### config.mk
export PLATFORM = sky130hd
export DESIGN_NAME = mem_access_unit
export DESIGN_NICKNAME = d
export VERILOG_FILES = /design/src/rtl/mem_access_unit_pkg.sv /design/src/rtl/mem_lane_unit.sv /design/src/rtl/mem_access_unit.sv
export SDC_FILE = /design/constraint.sdc
export NUM_CORES = 1
export LEC_CHECK = 0
export CORE_MARGIN = 4
export CORE_UTILIZATION = 35
export DETAILED_ROUTE_END_ITERATION = 8
export SYNTH_ARGS = -nofsm -noshare
export SYNTH_HDL_FRONTEND = slang
export SYNTH_SLANG_ARGS = --single-unit
### constraint.sdc
create_clock -name clk -period 10.4 [get_ports clk]
set_input_delay 1.04 -clock clk [delete_from_list [all_inputs] [get_ports clk]]
set_output_delay 1.04 -clock clk [all_outputs]
set_load 0.02 [all_outputs]
### src/rtl/mem_access_unit_pkg.sv
// rtl/mem_access_unit_pkg.sv - shared encodings for the memory access unit
package mem_access_unit_pkg;

    localparam logic [1:0] SIZE_BYTE    = 2'b00;
    localparam logic [1:0] SIZE_HALF    = 2'b01;
    localparam logic [1:0] SIZE_WORD    = 2'b10;
    localparam logic [1:0] SIZE_ILLEGAL = 2'b11;

    localparam logic [31:0] WORD_ALIGN_MASK = 32'hFFFF_FFFC;

    typedef enum logic [1:0] {
        IDLE      = 2'b00,
        READ_WAIT = 2'b01,
        WRITE     = 2'b10,
        RESP      = 2'b11
    } state_e;

endpackage

### src/rtl/mem_lane_unit.sv
// rtl/mem_lane_unit.sv - byte-lane extraction, store merge and alignment check
module mem_lane_unit
    import mem_access_unit_pkg::*;
(
    input  logic [1:0]  addr_lo_i,
    input  logic [1:0]  size_i,
    input  logic        unsigned_i,
    input  logic [31:0] rdata_i,
    input  logic [31:0] merge_base_i,
    input  logic [31:0] wdata_i,
    output logic [31:0] load_data_o,
    output logic [31:0] merge_data_o,
    output logic        misaligned_o
);

    logic [4:0]  byte_sh;
    logic [4:0]  half_sh;
    logic [31:0] byte_shifted;
    logic [7:0]  byte_sel;
    logic [15:0] half_sel;
    logic [31:0] byte_mask;
    logic [31:0] half_mask;

    assign byte_sh      = {addr_lo_i, 3'b000};
    assign half_sh      = {addr_lo_i[1], 4'b0000};
    assign byte_shifted = rdata_i >> byte_sh;
    assign byte_sel     = byte_shifted[7:0];
    assign half_sel     = addr_lo_i[1] ? rdata_i[31:16] : rdata_i[15:0];
    assign byte_mask    = 32'h0000_00FF << byte_sh;
    assign half_mask    = 32'h0000_FFFF << half_sh;

    always_comb begin
        misaligned_o = 1'b0;
        case (size_i)
            SIZE_HALF:    misaligned_o = addr_lo_i[0];
            SIZE_WORD:    misaligned_o = |addr_lo_i;
            SIZE_ILLEGAL: misaligned_o = 1'b1;
            default:      misaligned_o = 1'b0;
        endcase
    end

    always_comb begin
        load_data_o = rdata_i;
        case (size_i)
            SIZE_BYTE: load_data_o = {{24{~unsigned_i & byte_sel[7]}}, byte_sel};
            SIZE_HALF: load_data_o = {{16{~unsigned_i & half_sel[15]}}, half_sel};
            default:   load_data_o = rdata_i;
        endcase
    end

    // Untouched lanes come from the word read back during READ_WAIT.
    always_comb begin
        merge_data_o = wdata_i;
        case (size_i)
            SIZE_BYTE: merge_data_o = (merge_base_i & ~byte_mask) |
                                      (({24'b0, wdata_i[7:0]} << byte_sh) & byte_mask);
            SIZE_HALF: merge_data_o = (merge_base_i & ~half_mask) |
                                      (({16'b0, wdata_i[15:0]} << half_sh) & half_mask);
            default:   merge_data_o = wdata_i;
        endcase
    end

endmodule

### src/rtl/mem_access_unit.sv
// rtl/mem_access_unit.sv - single-outstanding load/store responder with read-modify-write
module mem_access_unit
    import mem_access_unit_pkg::*;
#(
    parameter int READ_LATENCY = 1
) (
    input  logic        clk,
    input  logic        reset,
    input  logic        req_valid,
    output logic        req_ready,
    input  logic [31:0] req_addr,
    input  logic        req_we,
    input  logic [1:0]  req_size,
    input  logic        req_unsigned,
    input  logic [31:0] req_wdata,
    output logic        resp_valid,
    output logic [31:0] resp_rdata,
    output logic        resp_misaligned,
    output logic [31:0] mem_addr,
    output logic        mem_wr,
    output logic [31:0] mem_wdata,
    input  logic [31:0] mem_rdata
);

    state_e      state_q, state_d;
    logic [2:0]  cnt_q, cnt_d;
    logic [1:0]  addr_lo_q;
    logic        we_q;
    logic [1:0]  size_q;
    logic        uns_q;
    logic [31:0] wdata_q;
    logic [31:0] merge_q;
    logic [31:0] mem_addr_q;
    logic [31:0] resp_rdata_q, resp_rdata_d;
    logic        resp_mis_q, resp_mis_d;
    logic        accept, sample_rd, resp_load;

    logic        idle;
    logic [1:0]  lane_addr, lane_size;
    logic        lane_uns;
    logic [31:0] lane_wdata, load_data, merge_data;
    logic        lane_mis;

    // In IDLE the lane unit checks the live request; afterwards it works on the latched one.
    assign idle       = (state_q == IDLE);
    assign lane_addr  = idle ? req_addr[1:0] : addr_lo_q;
    assign lane_size  = idle ? req_size      : size_q;
    assign lane_uns   = idle ? req_unsigned  : uns_q;
    assign lane_wdata = idle ? req_wdata     : wdata_q;

    mem_lane_unit u_lane (
        .addr_lo_i    (lane_addr),
        .size_i       (lane_size),
        .unsigned_i   (lane_uns),
        .rdata_i      (mem_rdata),
        .merge_base_i (merge_q),
        .wdata_i      (lane_wdata),
        .load_data_o  (load_data),
        .merge_data_o (merge_data),
        .misaligned_o (lane_mis)
    );

    always_comb begin
        state_d      = state_q;
        cnt_d        = cnt_q;
        accept       = 1'b0;
        sample_rd    = 1'b0;
        resp_load    = 1'b0;
        resp_rdata_d = 32'h0;
        resp_mis_d   = 1'b0;
        case (state_q)
            IDLE: begin
                if (req_valid) begin
                    accept = 1'b1;
                    cnt_d  = 3'd0;
                    if (lane_mis) begin
                        state_d    = RESP;
                        resp_load  = 1'b1;
                        resp_mis_d = 1'b1;
                    end else if (req_we && (req_size == SIZE_WORD)) begin
                        state_d = WRITE;
                    end else begin
                        state_d = READ_WAIT;
                    end
                end
            end
            READ_WAIT: begin
                if (cnt_q == 3'(READ_LATENCY)) begin
                    sample_rd = 1'b1;
                    if (we_q) begin
                        state_d = WRITE;
                    end else begin
                        state_d      = RESP;
                        resp_load    = 1'b1;
                        resp_rdata_d = load_data;
                    end
                end else begin
                    cnt_d = cnt_q + 3'd1;
                end
            end
            WRITE: begin
                state_d   = RESP;
                resp_load = 1'b1;
            end
            RESP: state_d = IDLE;
            default: state_d = IDLE;
        endcase
    end

    always_ff @(posedge clk or posedge reset) begin
        if (reset) begin
            state_q      <= IDLE;
            cnt_q        <= 3'd0;
            addr_lo_q    <= 2'b00;
            we_q         <= 1'b0;
            size_q       <= 2'b00;
            uns_q        <= 1'b0;
            wdata_q      <= 32'h0;
            merge_q      <= 32'h0;
            mem_addr_q   <= 32'h0;
            resp_rdata_q <= 32'h0;
            resp_mis_q   <= 1'b0;
        end else begin
            state_q <= state_d;
            cnt_q   <= cnt_d;
            if (accept) begin
                addr_lo_q  <= req_addr[1:0];
                we_q       <= req_we;
                size_q     <= req_size;
                uns_q      <= req_unsigned;
                wdata_q    <= req_wdata;
                mem_addr_q <= req_addr & WORD_ALIGN_MASK;
            end
            if (sample_rd) begin
                merge_q <= mem_rdata;
            end
            if (resp_load) begin
                resp_rdata_q <= resp_rdata_d;
                resp_mis_q   <= resp_mis_d;
            end
        end
    end

    assign req_ready       = idle;
    assign resp_valid      = (state_q == RESP);
    assign resp_rdata      = resp_rdata_q;
    assign resp_misaligned = resp_mis_q;
    assign mem_addr        = mem_addr_q;
    assign mem_wr          = (state_q == WRITE);
    assign mem_wdata       = mem_wr ? merge_data : 32'h0;

endmodule

==> results.ini <==
[critical_path]
worst_setup_path_end_kind = output pin
path_buf_inv = 3
cp_top_family = buffers and inverters
rr_worst_depth = 9
crit_path_max_fanout = 43
r2r-start = state_q[0]
worst-r2r-setup-slack_ns = 6.75
criticalPathCategory = input port to output pin
cp-start-kind = input port
crit_slowest_cell = clkdlybuf4s50_1
max_stage_delay_ns = 0.69
reg2reg_to = resp_rdata[7]
arrival_ns = 4.13
required_ns = 9.36
path_cells = clkdlybuf4s50_1 -> mux2i_4 -> buf_4 -> o21ai_1 -> a21oi_1 -> o21ai_0 -> a21oi_1 -> clkdlybuf4s50_1

[synth]
synthTopCellsByCount = dfrtp_1, mux2_2, nor2_1, nand2_1, a21oi_1
async_reset_ff_share_pct = 100
syn-mean-instance-area_um2 = 10.8
yosysWarnings = 0
yosysTopAreaCell = dfrtp_1
yosysUniqueCellTypes = 56
synth_seq_cells = 138
synthFlopType = dfrtp_1
synth_most_common_cell = dfrtp_1
synth_edf_count = 0
synth_area_mm2 = 0.00739
yosys.area.top_type_share_pct = 46.7
synth_area_leaders = dfrtp_1, mux2_2, mux2i_1
syn_inst = 684
synth.yosys.seq_area_share_pct = 46.7

[min_path]
min_to = resp_rdata[9]
hold_depth = 2
worstHoldStart = resp_rdata[9]
min_path_type = flop to flop

[global_routing]
grt_pass1_wl_um = 35700
antenna_found_initial = 0
groute.usage.overall_pct = 19.3
overflow = 0
grt_pass1_vias = 6112
grt_max_degree = 74

[clock_network]
cts_resized = 0
worstSkewPairLatency_ns = 0.42
cts.sinks = 138
clk_pin_slew_ns = 0.06
numCtsBuffers = 17
cts_buffer_depth = 2
tritoncts = done
cts_post_setup_buffers_inserted = 0
cts_hold_buf = 0
cts-root-buf = clkbuf_16
cts_max_level = 4

[route]
first_pass_iters = 5
vias = 6039
ant_nets = 0
drc = 0
post_drt_via_cell_ratio = 5.29
wl_per_cell_um = 20.1
drtIter0Drc = 458
wl_um = 23000

[finish]
instances_no_fill = 1142
design.final.nets = 968
drive_gt1_share_pct = 18.1
num-fill-cells = 1897
fin_area_mm2 = 0.0102
synthToLayoutAreaGrowth_pct = 38.0
num_antenna_cells = 0

[floorplanning]
start_util_pct = 36.1
ioPinCount = 203
row_count = 52
die_area_mm2 = 0.0235
core_mm2 = 0.0205
die_h_um = 153
die_width_um = 153

[power]
p_leak_nw = 4.12
finalPower_mw = 3.60
ir_drop_mv = 0.184
pwr-share-seq_pct = 26.3
p_per_area_mw_per_mm2 = 353
clkPwrFrac_pct = 18.0
combPwrFrac_pct = 55.8
p_int_mw = 2.08
swShare_pct = 42.2
switchingPower_mw = 1.52

[placement]
pre_cts_slack_ns = 5.37
dpl.cell_count = 1110
numPortBuffers = 200
dp_hpwl_um = 16400
dpl_cell_area_mm2 = 0.00958
gp_congestion = 0.837

[timing]
final.min_clock_period_ns = 5.17
relSlewSlack_pct = 33.2
tightest_slew_ns = 1.00
fin_skew_ns = 0.00490
rsz0062_at_grt = no
finalHoldViolations = 0
setup_viol = 0
fmax_mhz = 194
final.period_utilization_pct = 49.7
setup_tns_ns = 0
drv_slew = 0
fin_ws_ns = 5.23

[job]
cap_violations = 0

[status]
outcome = completed

[power groups by stage]
stage | sequential [mW] | clock [mW] | combinational [mW]
global placement | 0.947 | 0 | 2.00
CTS | 0.945 | 0.660 | 2.01
finish | 0.945 | 0.647 | 2.01
detailed placement | 0.954 | 0 | 2.00
floorplan | 1.02 | 0 | 1.22
global route | 0.971 | 0.687 | 2.17
[tightest hold or removal path: cells and delay by family (launching register included)]
| kind | cells | cell delay [ns] |
|---|---|---|
| simple gates | 1 | 0.05 |
| flops | 1 | 0.35 |
| compound gates | 1 | 0.05 |
[per-layer routing]
metal	wire, um	global-route usage, %
met3	1960	6.62
met5	0	0
met1	9910	25.3
met4	412	5.00
met2	10700	30.8
[logic make-up after synthesis]
kind of cell	share of synthesized area [%]
AOI/OAI and AO/OA	17.3
adders and majority gates	1.02
buffers and inverters	4.23
DFF	46.7
muxes	22.7
other	0.0507
and+or+nand+nor	7.97
[layout make-up]
type                            count  area, um^2  share of cell area (%)
Clock buffer                       20         447                    4.38
Clock inverter                     12         171                    1.68
Inverter                           10        42.5                   0.417
Multi-Input combinational cell    484        3690                    36.2
Sequential cell                   138        3450                    33.8
Tap cell                          270         338                    3.31
Timing Repair Buffer              208        2060                    20.2
[worst max-delay path by stage]
stage / startpoint / end / slack, ns / cells after the start
after CTS: state_q[0] / mem_wdata[0] / 5.32 / 9
final: req_size[1] / mem_wdata[8] / 5.23 / 8
after detailed placement: req_size[1] / mem_wdata[8] / 5.37 / 8
after global routing: state_q[1] / mem_wdata[16] / 4.98 / 9
after global placement: req_size[1] / mem_wdata[8] / 5.39 / 8
after floorplan: reset / addr_lo_q[0] / 5.66 / 1
[through the flow]
step / util (%) / hold WS, ns
2_1_floorplan: - / 0.479
3_3_place_gp: 46.8 / 0.480
3_5_place_dp: 46.8 / 0.479
4_1_cts: 49.8 / 0.492
5_1_grt: 49.8 / 0.511
6_report: 49.8 / 0.490
[layout by cell type, fill, tap and decap left out, types with 3 or more instances in the layout]
cell	netlist	final
clkdlybuf4s50_1	0	200
o22ai_1	6	6
clkbuf_16	0	17
buf_4	5	8
o21ai_0	26	26
ha_1	6	5
clkinv_2	0	4
mux2_2	103	103
inv_1	9	8
a31oi_1	5	4
o22a_1	10	10
nor2_1	71	71
a21oi_1	44	44
a22o_1	25	25
o31ai_1	8	8
bufinv_16	0	4
nand2_1	49	48
o221ai_1	8	8
nor2b_1	3	3
mux2i_4	1	3
o211ai_1	11	11
clkinvlp_4	0	3
mux2i_1	43	42
nor3_1	4	4
dfrtp_1	138	138
o21a_1	6	6
a211oi_1	14	14
a22oi_1	7	7
[registers in the layout, summed over array words and instances (netlist names)]
name,flops
merge_q,32
resp_rdata,32
wdata_q,32
mem_addr,30
cnt_q,3
addr_lo_q,2
size_q,2
state_q,2
resp_misaligned,1
uns_q,1
we_q,1
Power figures use the tool's default switching activity.
